`src/rtl/shifter_pipe.sv`:
```
// Pipelined log2 barrel shifter with valid/ready handshakes and a tag sideband.
// Right shifts reuse the left-shift core by bit-reversing the operand at entry and exit.
module shifter_pipe #(
  parameter int XLEN   = 32,
  parameter int STAGES = 2,
  parameter int TAGW   = 5
) (
  input  logic                    clk,
  input  logic                    reset,
  input  logic                    in_valid,
  output logic                    in_ready,
  input  logic [2:0]              in_op,
  input  logic [XLEN-1:0]         in_data,
  input  logic [$clog2(XLEN)-1:0] in_shamt,
  input  logic [TAGW-1:0]         in_tag,
  output logic                    out_valid,
  input  logic                    out_ready,
  output logic [XLEN-1:0]         out_data,
  output logic [TAGW-1:0]         out_tag,
  output logic                    out_err
);

  localparam int SHW = $clog2(XLEN);

  localparam logic [2:0] OP_SRL = 3'd1;
  localparam logic [2:0] OP_SRA = 3'd2;
  localparam logic [2:0] OP_ROL = 3'd3;
  localparam logic [2:0] OP_ROR = 3'd4;

  function automatic logic [XLEN-1:0] bit_rev(input logic [XLEN-1:0] d);
    logic [XLEN-1:0] r;
    r = '0;
    for (int j = 0; j < XLEN; j++) r[j] = d[XLEN-1-j];
    return r;
  endfunction

  function automatic logic is_right(input logic [2:0] op);
    return (op == OP_SRL) || (op == OP_SRA) || (op == OP_ROR);
  endfunction

  function automatic logic is_rot(input logic [2:0] op);
    return (op == OP_ROL) || (op == OP_ROR);
  endfunction

  // One mux level: shift left by 2^k; rotates refill with the bits pushed out the top.
  function automatic logic [XLEN-1:0] shift_level(input logic [XLEN-1:0] d, input int k,
                                                  input logic [2:0] op, input logic sign);
    logic [XLEN-1:0] r;
    int amt;
    amt = 1 << k;
    r = d << amt;
    for (int j = 0; j < XLEN; j++) begin
      if (j < amt) begin
        if (is_rot(op)) r[j] = d[XLEN-amt+j];
        else if (op == OP_SRA) r[j] = sign;
        else r[j] = 1'b0;
      end
    end
    return r;
  endfunction

  // First level owned by stage i; the earliest stages absorb any remainder.
  function automatic int lvl_lo(input int i);
    return i * (SHW / STAGES) + ((i < (SHW % STAGES)) ? i : (SHW % STAGES));
  endfunction

  logic [STAGES-1:0] valid_r;
  logic [STAGES-1:0] err_r;
  logic              sign_r  [STAGES];
  logic [XLEN-1:0]   data_r  [STAGES];
  logic [SHW-1:0]    shamt_r [STAGES];
  logic [2:0]        op_r    [STAGES];
  logic [TAGW-1:0]   tag_r   [STAGES];

  logic [STAGES:0]   rdy_s;
  logic [STAGES-1:0] src_valid_s;
  logic [STAGES-1:0] src_err_s;
  logic              src_sign_s  [STAGES];
  logic [XLEN-1:0]   src_data_s  [STAGES];
  logic [SHW-1:0]    src_shamt_s [STAGES];
  logic [2:0]        src_op_s    [STAGES];
  logic [TAGW-1:0]   src_tag_s   [STAGES];
  logic [XLEN-1:0]   nxt_data_s  [STAGES];
  logic [XLEN-1:0]   acc_s;
  int                prv_s;

  // Backward ready chain: a stage can load when empty or when it drains this cycle.
  always_comb begin
    rdy_s = '0;
    rdy_s[STAGES] = out_ready;
    for (int i = STAGES - 1; i >= 0; i--) rdy_s[i] = ~valid_r[i] | rdy_s[i+1];
  end

  // Per-stage source selection and the mux levels each stage owns.
  always_comb begin
    src_valid_s = '0;
    src_err_s   = '0;
    acc_s       = '0;
    prv_s       = 0;
    for (int i = 0; i < STAGES; i++) begin
      src_sign_s[i]  = 1'b0;
      src_data_s[i]  = '0;
      src_shamt_s[i] = '0;
      src_op_s[i]    = '0;
      src_tag_s[i]   = '0;
      nxt_data_s[i]  = '0;
    end
    for (int i = 0; i < STAGES; i++) begin
      prv_s = (i > 0) ? i - 1 : 0;
      if (i == 0) begin
        src_valid_s[i] = in_valid;
        src_err_s[i]   = (in_op > OP_ROR);
        src_sign_s[i]  = in_data[XLEN-1];
        src_data_s[i]  = is_right(in_op) ? bit_rev(in_data) : in_data;
        src_shamt_s[i] = in_shamt;
        src_op_s[i]    = in_op;
        src_tag_s[i]   = in_tag;
      end else begin
        src_valid_s[i] = valid_r[prv_s];
        src_err_s[i]   = err_r[prv_s];
        src_sign_s[i]  = sign_r[prv_s];
        src_data_s[i]  = data_r[prv_s];
        src_shamt_s[i] = shamt_r[prv_s];
        src_op_s[i]    = op_r[prv_s];
        src_tag_s[i]   = tag_r[prv_s];
      end
      acc_s = src_data_s[i];
      for (int k = 0; k < SHW; k++) begin
        if (k >= lvl_lo(i) && k < lvl_lo(i + 1) && src_shamt_s[i][k]) begin
          acc_s = shift_level(acc_s, k, src_op_s[i], src_sign_s[i]);
        end else begin
          acc_s = acc_s;
        end
      end
      // The last stage also undoes the entry reversal and squashes illegal ops.
      if (i == STAGES - 1) begin
        if (src_err_s[i]) acc_s = '0;
        else if (is_right(src_op_s[i])) acc_s = bit_rev(acc_s);
        else acc_s = acc_s;
      end else begin
        acc_s = acc_s;
      end
      nxt_data_s[i] = acc_s;
    end
  end

  // Stage registers; payload only updates when a valid operation moves in.
  always_ff @(posedge clk or posedge reset) begin
    if (reset) begin
      valid_r <= '0;
      err_r   <= '0;
      for (int i = 0; i < STAGES; i++) begin
        sign_r[i]  <= 1'b0;
        data_r[i]  <= '0;
        shamt_r[i] <= '0;
        op_r[i]    <= '0;
        tag_r[i]   <= '0;
      end
    end else begin
      for (int i = 0; i < STAGES; i++) begin
        if (rdy_s[i]) begin
          valid_r[i] <= src_valid_s[i];
          if (src_valid_s[i]) begin
            err_r[i]   <= src_err_s[i];
            sign_r[i]  <= src_sign_s[i];
            data_r[i]  <= nxt_data_s[i];
            shamt_r[i] <= src_shamt_s[i];
            op_r[i]    <= src_op_s[i];
            tag_r[i]   <= src_tag_s[i];
          end
        end
      end
    end
  end

  assign in_ready  = rdy_s[0];
  assign out_valid = valid_r[STAGES-1];
  assign out_data  = data_r[STAGES-1];
  assign out_tag   = tag_r[STAGES-1];
  assign out_err   = err_r[STAGES-1];

endmodule

```
`config.mk`:
```
export PLATFORM = sky130hd
export DESIGN_NAME = shifter_pipe
export DESIGN_NICKNAME = d
export VERILOG_FILES = /design/src/rtl/shifter_pipe.sv
export SDC_FILE = /design/constraint.sdc
export NUM_CORES = 1
export LEC_CHECK = 0
export ABC_AREA = 1
export CAP_MARGIN = 10
export CORE_MARGIN = 2
export CORE_UTILIZATION = 60
export DETAILED_ROUTE_END_ITERATION = 6
export PLACE_DENSITY = 0.86
export SLEW_MARGIN = 20
export SYNTH_ARGS = -nofsm -noshare
export SYNTH_HDL_FRONTEND = slang
export SYNTH_SLANG_ARGS = --single-unit
```
`constraint.sdc`:
```
create_clock -name clk -period 5.7 [get_ports clk]
set_input_delay 1.14 -clock clk [delete_from_list [all_inputs] [get_ports clk]]
set_output_delay 1.14 -clock clk [all_outputs]
set_load 0.03 [all_outputs]
```
**After elaboration in Yosys (flattened, before gate mapping)**

Cells that the tools add are included.

- Output and inout port bits: 40
- Memories: 0
- Bits in latches: 0
- ROM bits: 0
- Logic and storage cells: 73
- RAM bits: 0
- Bits of input ports: 49
- Bits in registers: 87

- Multiply operators: 0
- Mux-type cells: 41
- Reductions and logical operators: 8
- Shift-type cells: 0
- Add/subtract/negate cells: 0
- Bitwise gates (word level): 4
- Order comparisons: 1
- Divide/modulo/power cells: 0
- Equality and inequality tests: 8

Operator list:

| operator | count |
|---|---|
| $mux 32 | 8 |
| $mux 1 | 33 |
| $eq 3x2->1 const B | 4 |
| $eq 3x1->1 const B | 2 |
| $eq 3x3->1 const B | 2 |
| $logic_or 1x1->1 | 6 |
| $reduce_and 2->1 | 2 |
| $gt 3x3->1 const B | 1 |
| $not 1->1 | 2 |
| $or 1x1->1 | 2 |

**Logic depth before layout (Yosys ltp)**

Gate-level depths: netlist of run 1.

- Depth in word-level cells: 10
- Depth in mapped cells: 13
- Depth with buffers taken out: 13

**Worst setup path after synthesis of run 1**

OpenSTA, ideal clock, no wires.

- Kind: input to output
- Start point: in out_ready
- End point: out in_ready
- Required time: 4560 ps
- Setup slack: 3098 ps
- Buffers on the path: 0
- Data arrival time: 1462 ps
- Stages: 2
- Cell sequence: inv_1 -> nand3_1

- Cells in the longest elaborated chain, start to end: 2

Ends and longest elaborated chain:

| item | RTL line | source |
|---|---|---|
| start, declared | 17 | `input logic out_ready,` |
| $or 1x1->1 (2 in a row) | 91 | `for (int i = STAGES - 1; i >= 0; i--) rdy_s[i] = ~valid_r[i] \| rdy_s[i+1];` |
| end, declared | 11 | `output logic in_ready,` |

Every way passes these cells.

**Worst setup path after layout of run 1**

Same ends and word-level chain as after synthesis.

==> out/metrics.yaml, run 1 <==
routing:
  top_layer: "met4"
  vias_per_cell: 5.75
  drt-initial-drc-count: 788
  met2WireLength_mm: 7.66
  dr_wl_met3_mm: 1.35
  vias: 6679
  drtPass1Iterations: 6
  routed_wl_mm: 16.7
  drc: 0
  wl_met1_mm: 7.25
  wl_per_cell_microns: 14.4
  ant_nets: 0
synth:
  yosysWarnings: 0
  yosysSeqAreaShare: 0.336
  yosys.area_share.xor_xnor: 0
  yosys.cell_types.count: 27
  synth_compound_area_frac: 0.0727
  syn_avg_cell_area_sq_um: 6.23
  synthAdderAreaFrac: 0
  synth_nets: 1054
  netlist_area_sq_mm: 0.00626
  yosys.area_share.simple: 0.466
  postSynthCellCount: 1005
  muxShareOfSynthArea: 0.0104
  synth_top_family_by_area: "simple AND/OR/NAND/NOR gates"
  synth.ff_latch_count: 84
finish:
  final_cell_count_no_fill: 1162
  nets: 1070
  postLayoutCoreUtil: 0.693
  drive_gt1_frac: 0.0409
  fin_area_sq_mm: 0.00709
  syn2layout_area_growth_pct: 13.2
  antennaDiodeCount: 0
clock_network:
  cts_tree: "built"
  clk_latency_ps: 370
  clkTransAtPathRegs_ps: 90
  clock_path_buffers: 2
  cts_made_buffers: 9
  htree_levels: 3
  ctsResizeCount: 0
  postCtsSetupRepairBufs: 0
  clock-root-buffer: "clkbuf_8"
  cts_num_sinks: 84
  cts_hold_buf: 0
global_route:
  grt_pass1_vias: 6065
  gr-total-overflow: 0
  grt_max_degree: 60
  antenna_found_initial: 0
  grt_first_pass_wirelength_mm: 28.6
  track_usage: 0.311
placed_design:
  portBuffers: 88
  hpwl_mm: 12.2
  place_congestion: 0.988
  placed_area_sq_mm: 0.00689
  placed_cells: 1146
timing:
  fin_worst_skew_ps: 14.1
  min_period_ps: 3550
  min_period_over_period: 0.623
  tns_ps: 0
  worst_pin_slew_ps: 1010
  setup_viol: 0
  finalHoldViolCount: 0
  maxSlewViolCount: 0
  max-slew-margin-rel: 0.326
  fmax_mhz: 281
  rsz0062_at_grt: "no"
power_and_ir_drop:
  p_leak_nw: 3.54
  peakVddDrop_uv: 210
  p_per_area_mw_per_mm2: 361
floorplanning:
  boundaryPins: 89
  std_cell_rows: 37
  dieArea_sq_mm: 0.0113
  die_y_microns: 106
  start_util: 0.612
  die_w_microns: 106
  core_area_sq_mm: 0.0102
min_path:
  worstHoldStart: "out_data[0]"
  hp-class: "flop to flop"
setup_path:
  r2r_start: "shamt_r[9]"
  slowest_delay_ps: 680
  cp_top_family: "buffers and inverters"
  cp_max_fo: 3
  rrSetupSlack_ps: 3240
  cp_common_cell: "clkdlybuf4s50_1"
  critPathBufInv: 3
  path_cells: "clkdlybuf4s50_1 > inv_1 > nand3_1 > clkdlybuf4s50_1"
  worstPathRequired_ps: 4560
  cp_slowest_cell: "clkdlybuf4s50_1"
  worst_ep_arrival_time_ps: 2410
  critical_path_class: "input port to output port"
  startpoint_type: "input port"
  endpoint_kind: "output port"
  crit_start: "out_ready"
flow_run:
  max-cap-violations: 0
status:
  status: "complete, no violations"
==> per-layer routing <==
layer,track usage,vias to the layer above
li1,-,3285
met1,0.438,3016
met2,0.490,338
met3,0.0503,40
met4,0.105,0
met5,0,-
==> layout make-up <==
| cell class | instances | area (sq um) |
|---|---|---|
| multi-input cells | 768 | 3440 |
| clock inverters | 7 | 76.3 |
| repair buffers | 98 | 956 |
| clock buffers | 9 | 124 |
| inverters | 60 | 226 |
| flip-flops and latches | 84 | 2100 |
| fillers | 906 | 3140 |
| well taps | 136 | 170 |
==> registers in the layout, summed over array words and instances, names as in the netlist <==
signal     count
src_tag_s      5
out_tag        5
err_r          2
data_r        32
op_r           3
sign_r         1
valid_r        2
out_data      32
shamt_r        2
==> cells in the final DEF (no fill, tap or decap), drive strengths merged <==
| cell | n |
|---|---|
| a21oi | 9 |
| buf | 10 |
| clkbuf | 9 |
| clkdlybuf4s50 | 88 |
| clkinv | 14 |
| dfrtp | 84 |
| inv | 53 |
| mux2 | 4 |
| mux2i | 2 |
| nand2 | 385 |
| nand3 | 271 |
| nor2 | 20 |
| nor3b | 1 |
| nor4 | 1 |
| o21a | 6 |
| o21ai | 68 |
| o22ai | 1 |
==> cell usage after synthesis <==
master	instances	area share
nor2_4	2	0.0036
buf_6	1	0.0018
a21oi_2	1	0.0014
nand3_1	270	0.22
o22ai_1	1	0.0010
clkbuf_1	30	0.018
dfrtp_1	84	0.34
inv_2	2	0.0012
nor2_1	18	0.011
a21oi_1	8	0.0064
buf_2	12	0.0096
buf_4	34	0.041
inv_1	49	0.029
o21ai_4	1	0.0026
nand2_2	3	0.0030
nand3_2	1	0.0016
o21a_1	6	0.0072
nand2_1	382	0.23
buf_1	16	0.0096
o21ai_0	61	0.049
nor3b_1	1	0.0012
o21ai_2	1	0.0014
mux2_2	4	0.0072
clkinv_1	9	0.0054
o21ai_1	5	0.0040
nor4_1	1	0.0010
mux2i_1	2	0.0032
==> worst paths after layout <==
path,cells after the start,end
setup reg to reg,5,out_data[30]
min in group asynchronous,2,out_data[27]
setup / recovery,4,in_ready
max in group asynchronous,3,data_r[40]
hold / removal,2,out_data[0]
hold reg to reg,2,out_data[0]
==> logic make-up (layout without fill, tap and decap cells) <==
logic type             after synthesis  in the layout
AO/OA/AOI/OAI                       84             84
multiplexers                         6              6
buffers and inverters              153            174
AND/OR/NAND/NOR                    678            678
flip-flops                          84             84
==> through the flow <==
step	hold WS (ps)	worst slack, ps	total power [mW]
final	485	2150	2.56
after global routing	502	2040	2.74
after CTS	490	2150	2.56
after detailed placement	464	1960	2.13
after global placement	461	2040	2.11
after floorplan	445	2390	1.84
==> where the power goes <==
part	switching, mW	internal (mW)
Clock	0.254	0.173
Combinational	0.804	0.460
Sequential	0.107	0.764
==> tightest hold or removal path, delay by kind of cell, from the launching register on <==
family,cells,cell delay (ps)
simple gates,2,100
flops,1,360
Note: power is estimated with default switching activity, not from simulation.
==> run 2, diff against run 1 <==
- CORE_UTILIZATION: 60 -> 51
- PLACE_DENSITY: 0.86 -> 0.77
- clock period: 5.7 -> 2.9 ns (I/O delays scaled with it)
==> run 2 against run 1 <==
Effect of this change: core utilization fell by 8.3 points; via count decreased by 2.0%; sequential cell count unchanged; largest cell class unchanged.
==> out/metrics.yaml, run 2 (synthesized netlist as in run 1, its figures left out) <==
power_and_ir_drop:
  seqPwrFrac: 0.318
  p_clk_frac: 0.214
  combPwrFrac: 0.468
  p_leak_nw: 3.64
  p_per_area_mw_per_mm2: 729
  sw_frac_of_total: 0.419
  power_mw: 5.35
  peakVddDrop_uv: 293
  p_int_mw: 3.11
  power.switching_mw: 2.24
routing:
  drc: 0
  routed_wl_mm: 16.3
  vias_per_cell: 5.53
  drtPass1Iterations: 5
  ant_nets: 0
  drt-initial-drc-count: 544
  vias: 6544
  wl_per_cell_microns: 13.8
clock_network:
  cts_hold_buf: 0
  postCtsSetupRepairBufs: 0
  ctsResizeCount: 0
  clock_path_buffers: 2
  clkTransAtPathRegs_ps: 60
  htree_levels: 3
  clk_latency_ps: 340
  cts_num_sinks: 84
  cts_made_buffers: 9
  clock-root-buffer: "clkbuf_16"
  cts_tree: "built"
floorplanning:
  dieArea_sq_mm: 0.0132
  start_util: 0.522
  core_area_sq_mm: 0.0120
  die_y_microns: 115
  die_w_microns: 115
  std_cell_rows: 40
  boundaryPins: 89
placed_design:
  pre_cts_ws_ps: 464
  hpwl_mm: 12.1
  portBuffers: 88
  place_congestion: 0.908
timing:
  setup_viol: 0
  min_period_over_period: 0.838
  max-slew-margin-rel: 0.421
  fmax_mhz: 412
  maxSlewViolCount: 0
  worst_pin_slew_ps: 868
  min_period_ps: 2430
  fin_worst_skew_ps: 9.90
  setup_ws_ps: 471
  rsz0062_at_grt: "no"
  tns_ps: 0
  finalHoldViolCount: 0
setup_path:
  worst_ep_arrival_time_ps: 1850
  cp_max_fo: 3
  slowest_delay_ps: 680
  critPathBufInv: 3
  worstPathRequired_ps: 2320
  endpoint_kind: "output port"
  path_cells: "clkdlybuf4s50_1 > inv_1 > nand3_1 > clkdlybuf4s50_1"
  startpoint_type: "input port"
  cp_common_cell: "clkdlybuf4s50_1"
  cp_top_family: "buffers and inverters"
  critical_path_class: "input port to output port"
  cp_slowest_cell: "clkdlybuf4s50_1"
status:
  status: "complete, no violations"
finish:
  regArea_sq_mm: 0.00210
  postLayoutCoreUtil: 0.610
  syn2layout_area_growth_pct: 17.0
  nets: 1080
  fillers: 1174
  final_common_cell: "nand2_1"
  antennaDiodeCount: 0
  layout_common_cells: "382 x nand2_1, 270 x nand3_1, 88 x clkdlybuf4s50_1"
  drive_gt1_frac: 0.0492
  multi_input_area_sq_mm: 0.00344
min_path:
  hp-class: "flop to flop"
global_route:
  gr-total-overflow: 0
  grt_first_pass_wirelength_mm: 27.3
  track_usage: 0.257
  grt_max_degree: 85
  grt_pass1_vias: 5759
  antenna_found_initial: 0
flow_run:
  max-cap-violations: 0
## run 2: changes by cell type in the layout (fill, tap and decap cells not counted), sizes merged
cell,previous run,this run
clkinv,14,11
clkbuf,9,10
inv,53,52
clkinvlp,0,2
bufinv,0,1
buf,10,20
## run 2: area by class of cell
type | count | area share
multi-input combinational | 768 | 0.469
sequential | 84 | 0.287
timing repair buffer | 108 | 0.147
clock buffer | 10 | 0.0312
inverter | 60 | 0.0309
tap | 147 | 0.0251
clock inverter | 6 | 0.00973
## run 2: final timing paths
| kind | from | to | slack (ps) | cells past startpoint |
|---|---|---|---|---|
| min in group asynchronous | reset | out_tag[0] | 630 | 3 |
| max | out_ready | in_ready | 470 | 4 |
| max in group asynchronous | reset | data_r[61] | 1890 | 3 |
| max reg2reg | op_r[4] | out_data[0] | 800 | 9 |
| min reg2reg | src_tag_s[3] | src_tag_s[3] | 470 | 2 |
| min | src_tag_s[3] | src_tag_s[3] | 470 | 2 |
## run 2: layer usage
metal	GRT usage	vias up	share of wire
met5	0	-	0
met4	0.0892	0	0.026
met3	0.0369	36	0.056
met2	0.411	232	0.46
li1	-	3308	-
met1	0.360	2968	0.46
## run 2: worst register-to-register path, delay by kind of cell (launching register included)
family / cells / cell delay [ps]
AND/OR/NAND/NOR: 6 / 580
flip-flops: 1 / 380
buffers and inverters: 1 / 270
AO/OA/AOI/OAI: 2 / 740
## run 2: power groups by stage
stage / Clock (mW) / Sequential, mW / Combinational [mW]
after CTS: 1.16 / 1.70 / 2.50
final: 1.15 / 1.70 / 2.50
after global placement: 0 / 1.71 / 2.47
after global routing: 1.21 / 1.74 / 2.77
after floorplan: 0 / 1.73 / 1.89
after detailed placement: 0 / 1.72 / 2.49
## run 2: per-stage QoR
step / std cells / hold slack [ps] / cell area, sq um
6_report: 1183 / 474 / 7330
5_1_grt: 1183 / 501 / 7330
4_1_cts: 1183 / 480 / 7330
3_5_place_dp: 1167 / 462 / 7030
3_3_place_gp: 1167 / 459 / 7030
2_1_floorplan: 1005 / 445 / 6260
